File: config.mk
export PLATFORM = sky130hd
export DESIGN_NAME = pipe_run_ctrl_flat
export DESIGN_NICKNAME = d
export VERILOG_FILES = /design/src/rtl/pipe_run_ctrl_if.sv /design/src/rtl/pipe_run_ctrl.sv /design/src/flat_wrapper.sv
export SDC_FILE = /design/constraint.sdc
export NUM_CORES = 1
export LEC_CHECK = 0
export ABC_AREA = 1
export CAP_MARGIN = 10
export CORE_MARGIN = 3
export CORE_UTILIZATION = 53
export DETAILED_ROUTE_END_ITERATION = 16
export PLACE_DENSITY = 0.8
export SLEW_MARGIN = 20
export SYNTH_ARGS = -nofsm -noshare
export SYNTH_HDL_FRONTEND = slang
export SYNTH_SLANG_ARGS = --single-unit
File: constraint.sdc
create_clock -name clk -period 1.8 [get_ports clk]
set_clock_uncertainty 0.15 [all_clocks]
set_input_delay 0.36 -clock clk [delete_from_list [all_inputs] [get_ports clk]]
set_output_delay 0.36 -clock clk [all_outputs]
set_load 0.005 [all_outputs]
File: src/rtl/pipe_run_ctrl_if.sv
// Run-control bundle between the pipeline run sequencer and its environment.
// master = sequencer side (samples requests, drives freeze/flush/status/counters).
interface pipe_run_ctrl_if #(
  parameter int CNT_W = 32
);
  logic             halt_ex;
  logic             dbg_halt_req;
  logic             dbg_resume;
  logic             dbg_step;
  logic             retire;
  logic             pc_freeze;
  logic             fetch_flush;
  logic             running;
  logic             halted;
  logic [1:0]       halt_cause;
  logic [CNT_W-1:0] cycle_cnt;
  logic [CNT_W-1:0] instret_cnt;

  modport master (
    input  halt_ex, dbg_halt_req, dbg_resume, dbg_step, retire,
    output pc_freeze, fetch_flush, running, halted, halt_cause, cycle_cnt, instret_cnt
  );

  modport slave (
    output halt_ex, dbg_halt_req, dbg_resume, dbg_step, retire,
    input  pc_freeze, fetch_flush, running, halted, halt_cause, cycle_cnt, instret_cnt
  );
endinterface

File: src/rtl/pipe_run_ctrl.sv
// Run-control sequencer for the 5-stage pipeline: run / drain / halt / single-step,
// with PC freeze + IF/ID NOP inject and cycle / retired-instruction counters.
module pipe_run_ctrl #(
  parameter int DRAIN_CYCLES = 3,
  parameter int CNT_W        = 32,
  parameter int START_HALTED = 0
) (
  input logic             clk,
  input logic             reset,
  pipe_run_ctrl_if.master bus
);

  typedef enum logic [2:0] {
    S_RUN        = 3'd0,
    S_DRAIN      = 3'd1,
    S_HALTED     = 3'd2,
    S_STEP_ISSUE = 3'd3,
    S_STEP_DRAIN = 3'd4
  } state_t;

  localparam logic   SH        = (START_HALTED != 0);
  localparam state_t RST_STATE = SH ? S_HALTED : S_RUN;

  state_t           state_q, state_d;
  logic [3:0]       drain_q, drain_d;
  logic [1:0]       cause_q, cause_d;
  logic             step_halt_q, step_halt_d;
  logic             freeze_q, running_q, halted_q;
  logic [CNT_W-1:0] cyc_q, ret_q;

  always_comb begin
    state_d     = state_q;
    drain_d     = drain_q;
    cause_d     = cause_q;
    step_halt_d = step_halt_q;
    case (state_q)
      S_RUN: begin
        if (bus.halt_ex) begin
          state_d = S_DRAIN;
          drain_d = 4'(DRAIN_CYCLES - 1);
          cause_d = 2'b01;
        end else if (bus.dbg_halt_req) begin
          state_d = S_DRAIN;
          drain_d = 4'(DRAIN_CYCLES - 1);
          cause_d = 2'b10;
        end
      end
      S_DRAIN: begin
        if (drain_q == 4'd0) state_d = S_HALTED;
        else                 drain_d = drain_q - 4'd1;
      end
      S_HALTED: begin
        if (bus.dbg_resume) begin
          state_d = S_RUN;
          cause_d = 2'b00;
        end else if (bus.dbg_step) begin
          state_d     = S_STEP_ISSUE;
          drain_d     = 4'(DRAIN_CYCLES);
          step_halt_d = 1'b0;
        end
      end
      S_STEP_ISSUE: begin
        state_d = S_STEP_DRAIN;
        drain_d = drain_q - 4'd1;
      end
      S_STEP_DRAIN: begin
        // A halt instruction caught by the step outranks the step-complete cause.
        if (bus.halt_ex) step_halt_d = 1'b1;
        if (drain_q == 4'd0) begin
          state_d = S_HALTED;
          cause_d = (step_halt_q || bus.halt_ex) ? 2'b01 : 2'b11;
        end else begin
          drain_d = drain_q - 4'd1;
        end
      end
      default: state_d = RST_STATE;
    endcase
  end

  always_ff @(posedge clk) begin
    if (reset) begin
      state_q     <= RST_STATE;
      drain_q     <= 4'd0;
      cause_q     <= 2'b00;
      step_halt_q <= 1'b0;
      freeze_q    <= SH;
      running_q   <= ~SH;
      halted_q    <= SH;
      cyc_q       <= '0;
      ret_q       <= '0;
    end else begin
      state_q     <= state_d;
      drain_q     <= drain_d;
      cause_q     <= cause_d;
      step_halt_q <= step_halt_d;
      freeze_q    <= !(state_d == S_RUN || state_d == S_STEP_ISSUE);
      running_q   <= (state_d == S_RUN);
      halted_q    <= (state_d == S_HALTED);
      if (state_q != S_HALTED) cyc_q <= cyc_q + CNT_W'(1);
      if (bus.retire)          ret_q <= ret_q + CNT_W'(1);
    end
  end

  // Mealy term stops the fetch right behind a halt instruction in EX.
  logic freeze_now;
  assign freeze_now = freeze_q | ((state_q == S_RUN) & bus.halt_ex);

  assign bus.pc_freeze   = reset ? SH  : freeze_now;
  assign bus.fetch_flush = reset ? SH  : freeze_now;
  assign bus.running     = reset ? ~SH : running_q;
  assign bus.halted      = reset ? SH  : halted_q;
  assign bus.halt_cause  = cause_q;
  assign bus.cycle_cnt   = cyc_q;
  assign bus.instret_cnt = ret_q;

endmodule

File: src/flat_wrapper.sv
// flat-port wrapper written by rule: the top's interface ports become plain ports
module pipe_run_ctrl_flat 
#(
  parameter int DRAIN_CYCLES = 3,
  parameter int CNT_W        = 32,
  parameter int START_HALTED = 0
)
  (clk, reset, bus_halt_ex, bus_dbg_halt_req, bus_dbg_resume, bus_dbg_step, bus_retire, bus_pc_freeze, bus_fetch_flush, bus_running, bus_halted, bus_halt_cause, bus_cycle_cnt, bus_instret_cnt);
  pipe_run_ctrl_if #(.CNT_W(CNT_W)) bus_i ();
  input logic clk;
  input logic reset;
  input wire logic [$bits(bus_i.halt_ex)-1:0] bus_halt_ex;
  input wire logic [$bits(bus_i.dbg_halt_req)-1:0] bus_dbg_halt_req;
  input wire logic [$bits(bus_i.dbg_resume)-1:0] bus_dbg_resume;
  input wire logic [$bits(bus_i.dbg_step)-1:0] bus_dbg_step;
  input wire logic [$bits(bus_i.retire)-1:0] bus_retire;
  output wire logic [$bits(bus_i.pc_freeze)-1:0] bus_pc_freeze;
  output wire logic [$bits(bus_i.fetch_flush)-1:0] bus_fetch_flush;
  output wire logic [$bits(bus_i.running)-1:0] bus_running;
  output wire logic [$bits(bus_i.halted)-1:0] bus_halted;
  output wire logic [$bits(bus_i.halt_cause)-1:0] bus_halt_cause;
  output wire logic [$bits(bus_i.cycle_cnt)-1:0] bus_cycle_cnt;
  output wire logic [$bits(bus_i.instret_cnt)-1:0] bus_instret_cnt;
  assign bus_i.halt_ex = bus_halt_ex;
  assign bus_i.dbg_halt_req = bus_dbg_halt_req;
  assign bus_i.dbg_resume = bus_dbg_resume;
  assign bus_i.dbg_step = bus_dbg_step;
  assign bus_i.retire = bus_retire;
  assign bus_pc_freeze = bus_i.pc_freeze;
  assign bus_fetch_flush = bus_i.fetch_flush;
  assign bus_running = bus_i.running;
  assign bus_halted = bus_i.halted;
  assign bus_halt_cause = bus_i.halt_cause;
  assign bus_cycle_cnt = bus_i.cycle_cnt;
  assign bus_instret_cnt = bus_i.instret_cnt;
  pipe_run_ctrl #(.DRAIN_CYCLES(DRAIN_CYCLES), .CNT_W(CNT_W), .START_HALTED(START_HALTED)) u_core (.clk(clk), .reset(reset), .bus(bus_i));
endmodule
# After elaboration in Yosys (flattened, before gate mapping)
# Index checks and enable logic that the tools add are counted.
dict set report totals {
  reg_bits 77
  latch_bits 0
  ram_bits 0
  mem_bits_ro 0
  in_bits 7
  mem_count 0
}
dict set report op_classes {
  n_addsub 3
  multipliers 0
  n_div 0
  magnitude_cmp 0
  eq_ne 14
  n_shift 0
  mux 25
  bitwise 2
  reduce_logical 13
}
# operator n
set op_table {}
lappend op_table {{$add A32 B1 Y32 const B} 2}
lappend op_table {{$mux W4} 5}
lappend op_table {{$pmux W4 S4} 1}
lappend op_table {{$mux W3} 5}
lappend op_table {{$eq A3 B2 Y1 const B} 4}
lappend op_table {{$pmux W3 S4} 1}
lappend op_table {{$mux W2} 5}
lappend op_table {{$ne A2 B2 Y1 const B} 5}
lappend op_table {{$reduce_and A4 Y1} 2}
lappend op_table {{$logic_not A3 Y1} 2}
lappend op_table {{$mux W1} 6}
lappend op_table {{$pmux W2 S3} 1}
lappend op_table {{$reduce_and A5 Y1} 1}
lappend op_table {{$logic_not A4 Y1} 1}
lappend op_table {{$reduce_bool A4 Y1} 1}
lappend op_table {{$sub A4 B1 Y4 const B} 1}
lappend op_table {{$eq A3 B1 Y1 const B} 1}
lappend op_table {{$eq A3 B3 Y1 const B} 1}
lappend op_table {{$ne A3 B2 Y1 const B} 1}
lappend op_table {{$ne A3 B3 Y1 const B} 1}
lappend op_table {{$reduce_bool A3 Y1} 1}
lappend op_table {{$logic_or A1 B1 Y1} 2}
lappend op_table {{$ne A2 B1 Y1 const B} 1}
lappend op_table {{$pmux W1 S2} 1}
lappend op_table {{5 further kinds} 5}

# Logic depth before layout (Yosys ltp)
# Gate-level depths: netlist (run 1).
dict set report depth {
  ltp_word 6
  ltp_mapped 10
}

# Worst setup path before layout (run 1)
# No wires, ideal clock.
dict set report synth_path {
  path_kind {in2out}
  start {input port reset}
  end {output port bus_pc_freeze}
  arrival_time_ns 1.271
  required_ns 1.290
  setup_slack_ns 0.019
  path_stages 5
  path_cell_list {clkbuf_1 -> clkinv_1 -> clkbuf_1 -> o21a_1 -> buf_4}
}
dict set report synth_via {
  elab_chain_cells 1
}
# element line_no
set synth_lines {}
lappend synth_lines {{start, declared} flat_wrapper.sv:11} ;# input logic reset;
lappend synth_lines {{$mux W1} -}
lappend synth_lines {{end, declared} flat_wrapper.sv:17} ;# output wire logic [$bits(bus_i.pc_freeze)-1:0] bus_pc_freeze;
# No other way between the ends.

# Final worst setup path (run 1)
dict set report layout_path {
  start {register u_core.cyc_q[5], in the netlist u_core.bus.cycle_cnt[5]}
  end {output port bus_cycle_cnt[5]}
}
# element line_no
set layout_rtl {}
lappend layout_rtl {{start, declared} pipe_run_ctrl.sv:29} ;# logic [CNT_W-1:0] cyc_q, ret_q;
lappend layout_rtl {{start signal, assigned} pipe_run_ctrl.sv:99} ;# if (state_q != S_HALTED) cyc_q <= cyc_q + CNT_W'(1);
lappend layout_rtl {{end, declared} flat_wrapper.sv:22} ;# output wire logic [$bits(bus_i.cycle_cnt)-1:0] bus_cycle_cnt;
# No word-level cell between the ends.

==> qor.txt, run 1 <==
die area: 9230 µm²
max cap viols: 0
internal power: 2.82 mW
synthesized area: 4300 µm²
clock power share: 32.0%
Slew HR: 60.9%
Die Y-Extent: 96.1 µm
ys async rst share: 0%
DRC viols: 0
initial cell density of the core: 55.0%
register area share after synthesis: 35.9%
ANT nets after route: 0
global-route wire length before repair: 18.5 mm
Syn Nets: 692
worst vdd rail ir drop: 0.588 mV
Sequential Power Share: 46.3%
CP Max Fanout: 3
critical path's slowest cell: clkdlybuf4s50_1
slew at the pin closest to its max-slew limit: 0.587 ns
FF+latch count, synth: 77
Critical Path, Cell by Cell: clkdlybuf4s50_1
RSZ-0062 raised after global routing: false
clock sinks: 77
ys flop type: dfxtp_1
# rows: 32
post-layout min period: 1.76 ns
initial antenna violation count: 0
Die Wd: 96.1 µm
CP Launch Type: register
Worst Hold Class: in -> reg
Synth-to-Final Area Change: 31.6%
Core ar.: 7810 µm²
DR vias/cell: 5.13
Synth area leaders: dfxtp_1 (36%), nand2_1 (15%), nor2_1 (12%)
Top delay family on crit path: buffers and inverters
Antenna Cells: 0
Num CTS Buffers: 9
port bufs: 76
DR iter-0 viols: 265
TritonRoute pass-1 iters: 5
status: complete, no violations
Switching Fraction: 30.3%
TritonCTS clock tree: yes
Clock Path Buffers: 2
Avg WL per Cell: 12.4 µm
total grt overflow: 0
overall routing resource usage: 25.0%
nets@finish: 795
WP buf/inv: 1
Pins Over Slew Limit: 0
fin crit share: 97.7%
pre-CTS WS: -0.546 ns
WP data arrival: 1.25 ns
leakage power: 2.35 nW
share of post-route cells with drive strength above 1: 19.6%
YS warnings: 0
fin worst setup slack: 0.0408 ns
post-synth top area share: 35.9%
largest net degree at the start of global routing: 54
Setup CP Type: reg -> out
worst hold slack: 0.278 ns
clk slew on worst S/H paths: 0.08 ns
htree depth: 3
Synth Instances: 682
Pwr per Cell Area: 716 nW/µm²
synth unique cells: 34
Final HPWL DP: 8.20 mm
I/O pin cnt: 77
vias in the first global route: 4150
Logic pwr share: 21.7%
root buf cell: clkbuf_8
final setup vio count: 0
max incr delay on CP: 0.52 ns
worst skew pair latency: 0.35 ns
net load switching power: 1.23 mW
Routability Congestion: 0.903
Avg Synthesized Cell Area: 6.30 µm²
fmax: 568 MHz
via count: 4570
Post-synth EDFFs: 0
Final Hold Violating Endpoints: 0
leading area contributor after synthesis: dfxtp_1
Setup crit end kind: primary output
drt total wl: 11.0 mm
worst path required time: 1.29 ns
[state kept, by name (all words and copies together) (netlist names)]
register and count:
u_core.bus.cycle_cnt 32, u_core.bus.halt_cause 2, u_core.bus.instret_cnt 32, u_core.drain_q 4, u_core.freeze_q 1, u_core.halted_q 1
u_core.running_q 1, u_core.state_q 3, u_core.step_halt_q 1
[what timing repair did]
action / 4_1_cts / 5_1_grt
hold buffers: 0 / 0
endpoints found under the setup margin: 35 / 63
gates resized for setup: 46 / 61
buffers inserted: 0 / 3
pin swaps: 1 / 3
[worst paths after layout]
check	slack, ns	startpoint	depth (start not counted)	end
setup / recovery	0.04	u_core.bus.cycle_cnt[5]	1	bus_cycle_cnt[5]
setup reg to reg	0.11	u_core.bus.instret_cnt[1]	8	u_core.bus.instret_cnt[18]
hold reg to reg	0.33	u_core.bus.instret_cnt[7]	1	u_core.bus.instret_cnt[7]
hold / removal	0.28	bus_retire	4	u_core.bus.instret_cnt[0]
[routing by layer]
layer	vias up	wire length (µm)	global-route usage (%)
met1	2093	5170	32.9
met4	0	144	7.46
met3	13	590	5.94
met2	117	5110	40.3
met5	-	0	0
li1	2347	-	-
[cells in the mapped netlist (2+ instances only)]
master / n
a21oi_1: 32
a31oi_1: 5
buf_4: 2
buf_6: 2
clkbuf_1: 8
dfxtp_1: 77
ha_1: 3
inv_1: 95
inv_2: 6
nand2_1: 170
nand2_2: 5
nand2_4: 2
nand3_1: 49
nand3_2: 3
nand3b_1: 2
nand4_1: 17
nor2_1: 133
nor2_2: 8
nor2_4: 8
nor3_1: 17
o21a_1: 5
o21ai_0: 17
xnor2_1: 2
xor2_1: 4
[layout by cell type (no fill, tap or decap), types with 6 or more instances in the layout]
cell / netlist / final
nor2_1: 133 / 127
nor2_4: 8 / 10
nand2_1: 170 / 169
dfxtp_4: 0 / 13
dfxtp_2: 0 / 44
nor2_2: 8 / 12
inv_2: 6 / 10
clkdlybuf4s50_1: 0 / 67
buf_4: 2 / 28
inv_1: 95 / 91
dfxtp_1: 77 / 20
nand2_2: 5 / 6
clkbuf_8: 0 / 10
o21ai_0: 17 / 17
nand3_1: 49 / 47
nor3_1: 17 / 16
nand4_1: 17 / 17
a21oi_1: 32 / 32
[stage by stage]
step                      power, mW  TNS, ns  util (%)  cell area, µm²  std cells
after floorplan                2.52        0         -            4300        682
after global placement         2.79   -12.10      68.0            5310        873
after detailed placement       2.81   -13.35      68.0            5310        873
after CTS                      4.08        0      70.8            5530        888
after global routing           4.30        0      72.5            5660        891
final                          4.05        0      72.5            5660        891
[cell families after synthesis]
family,synth area share (%)
AOI/OAI and AO/OA,8.15
DFF,35.9
and+or+nand+nor,43.4
buffers and inverters,10.5
adders and majority gates,0.873
xor gates and xnor gates,1.22
[power by group through the flow]
stage | sequential, mW | clock (mW) | combinational (mW)
detailed placement | 1.92 | 0 | 0.894
floorplan | 1.92 | 0 | 0.605
global placement | 1.92 | 0 | 0.878
global route | 1.89 | 1.41 | 1.00
finish | 1.87 | 1.30 | 0.880
CTS | 1.88 | 1.31 | 0.887
[cell type report]
class                   count  area, µm²
multi-input cells         491       2360
fillers                   654       2150
flip-flops and latches     77       1650
repair buffers            104        956
inverters                 102        383
clock buffers              11        141
well taps                 102        128
clock inverters             4       48.8
No activity file was read; power rests on OpenSTA's default activity.
==> inputs of run 2 (changes only) <==
--- a/config.mk
+++ b/config.mk
@@ -11,6 +11,7 @@
 export CORE_UTILIZATION = 53
 export DETAILED_ROUTE_END_ITERATION = 16
 export PLACE_DENSITY = 0.8
+export REMOVE_ABC_BUFFERS = 1
 export SLEW_MARGIN = 20
 export SYNTH_ARGS = -nofsm -noshare
 export SYNTH_HDL_FRONTEND = slang
==> qor.txt, run 2 (same netlist as run 1, synthesis figures left out) <==
status: complete, no violations
max incr delay on CP: 0.53 ns
reg2reg start: u_core.state_q[2]
worst path required time: 1.29 ns
I/O pin cnt: 77
nets@finish: 798
Top delay family on crit path: buffers and inverters
most frequent cells in the layout: nand2_1 (170), nor2_1 (127), inv_1 (93)
Inst Count DP: 873
flop-to-flop setup slack: 0.09 ns
WHS Endpoint: u_core.bus.instret_cnt[1]
TritonCTS clock tree: yes
DR iter-0 viols: 201
via count: 4690
total grt overflow: 0
Final Hold Violating Endpoints: 0
Die Wd: 96.1 µm
Final HPWL DP: 8.46 mm
die area: 9230 µm²
commonest non-fill, non-tap cell in the layout: nand2_1
fin worst setup slack: 0.0322 ns
Antenna Cells: 0
Setup crit end kind: primary output
max cap viols: 0
Die Y-Extent: 96.1 µm
Setup CP Type: reg -> out
worst vdd rail ir drop: 0.620 mV
overall power: 4.19 mW
clock sinks: 77
Critical Path, Cell by Cell: clkdlybuf4s50_1
Core ar.: 7810 µm²
leakage power: 2.39 nW
WP data arrival: 1.26 ns
critical path's slowest cell: clkdlybuf4s50_1
Worst Hold Depth: 3
RSZ-0062 raised after global routing: false
# rows: 32
DRC viols: 0
pre-CTS WS: -0.526 ns
final setup vio count: 0
Pins Over Slew Limit: 0
Worst Hold Class: in -> reg
slew at the pin closest to its max-slew limit: 0.399 ns
CP Max Fanout: 3
global-route wire length before repair: 19.2 mm
Pwr per Cell Area: 736 nW/µm²
initial cell density of the core: 55.0%
Slew HR: 73.1%
Hold-fix buffers, CTS: 0
Worst path depth: 1
share of post-route cells with drive strength above 1: 19.7%
Hold Startpoint: bus_retire
FF-to-FF path depth: 8
Synth-to-Final Area Change: 32.4%
Routability Congestion: 0.953
worst hold slack: 0.267 ns
post-layout min period: 1.77 ns
fmax: 566 MHz
overall routing resource usage: 26.1%
largest net degree at the start of global routing: 36
setup TNS: 0 ns
Num CTS Buffers: 9
reg2reg end: u_core.bus.cycle_cnt[11]
fin crit share: 98.2%
ANT nets after route: 0
Clock Path Buffers: 2
DR vias/cell: 5.25
port bufs: 76
root buf cell: clkbuf_8
TritonRoute pass-1 iters: 6
initial antenna violation count: 0
clk slew on worst S/H paths: 0.08 ns
Avg WL per Cell: 13.2 µm
worst skew pair latency: 0.35 ns
WP buf/inv: 1
Non-Filler Instances: 894
vias in the first global route: 4300
drt total wl: 11.8 mm
CP Launch Type: register
htree depth: 3
==> run 2: changes by cell type in the layout (fill, tap and decap cells not counted), moves of 2 or more <==
cell,delta
dfxtp_2,+9
dfxtp_4,-5
dfxtp_1,-4
buf_12,+2
ha_1,+2
ha_2,-2
inv_1,+2
inv_2,-2
==> run 2: cell type report <==
type                    count  area [µm²]
clock inverters             4        47.5
clock buffers              11         151
multi-input cells         491        2340
repair buffers            107        1010
inverters                 102         383
fillers                   657        2120
well taps                 102         128
flip-flops and latches     77        1640
==> run 2: layer usage <==
metal / vias to the layer above / wire, µm / track usage (%)
li1: 2355 / - / -
met1: 2148 / 5060 / 33.3
met2: 165 / 5810 / 44.5
met3: 22 / 682 / 4.30
met4: 0 / 214 / 8.53
met5: - / 0 / 0
==> run 2: report_power, final <==
group	total (mW)	internal [mW]	switching, mW
clock network	1.35	0.705	0.650
logic	0.961	0.403	0.557
registers	1.87	1.80	0.0670
total	4.19	2.91	1.27
==> run 2: how the worst max path moves through the flow <==
stage | start | end
3_5_place_dp | reset | bus_running
3_3_place_gp | reset | bus_running
2_1_floorplan | reset | bus_fetch_flush
5_1_grt | u_core.bus.instret_cnt[22] | bus_instret_cnt[22]
4_1_cts | u_core.bus.instret_cnt[7] | bus_instret_cnt[7]
6_report | u_core.bus.cycle_cnt[4] | bus_cycle_cnt[4]
==> run 2: timing repair <==
item | 4_1_cts | 5_1_grt
resized for setup | 53 | 45
pin swaps | 2 | 4
buffers inserted | 0 | 6
setup endpoints to repair | 39 | 66
==> run 2: metrics by stage <==
stage          area (µm²)  utilization [%]
2_1_floorplan        4230                -
3_3_place_gp         5320             68.1
3_5_place_dp         5320             68.1
4_1_cts              5550             71.1
5_1_grt              5690             72.9
6_report             5690             72.9
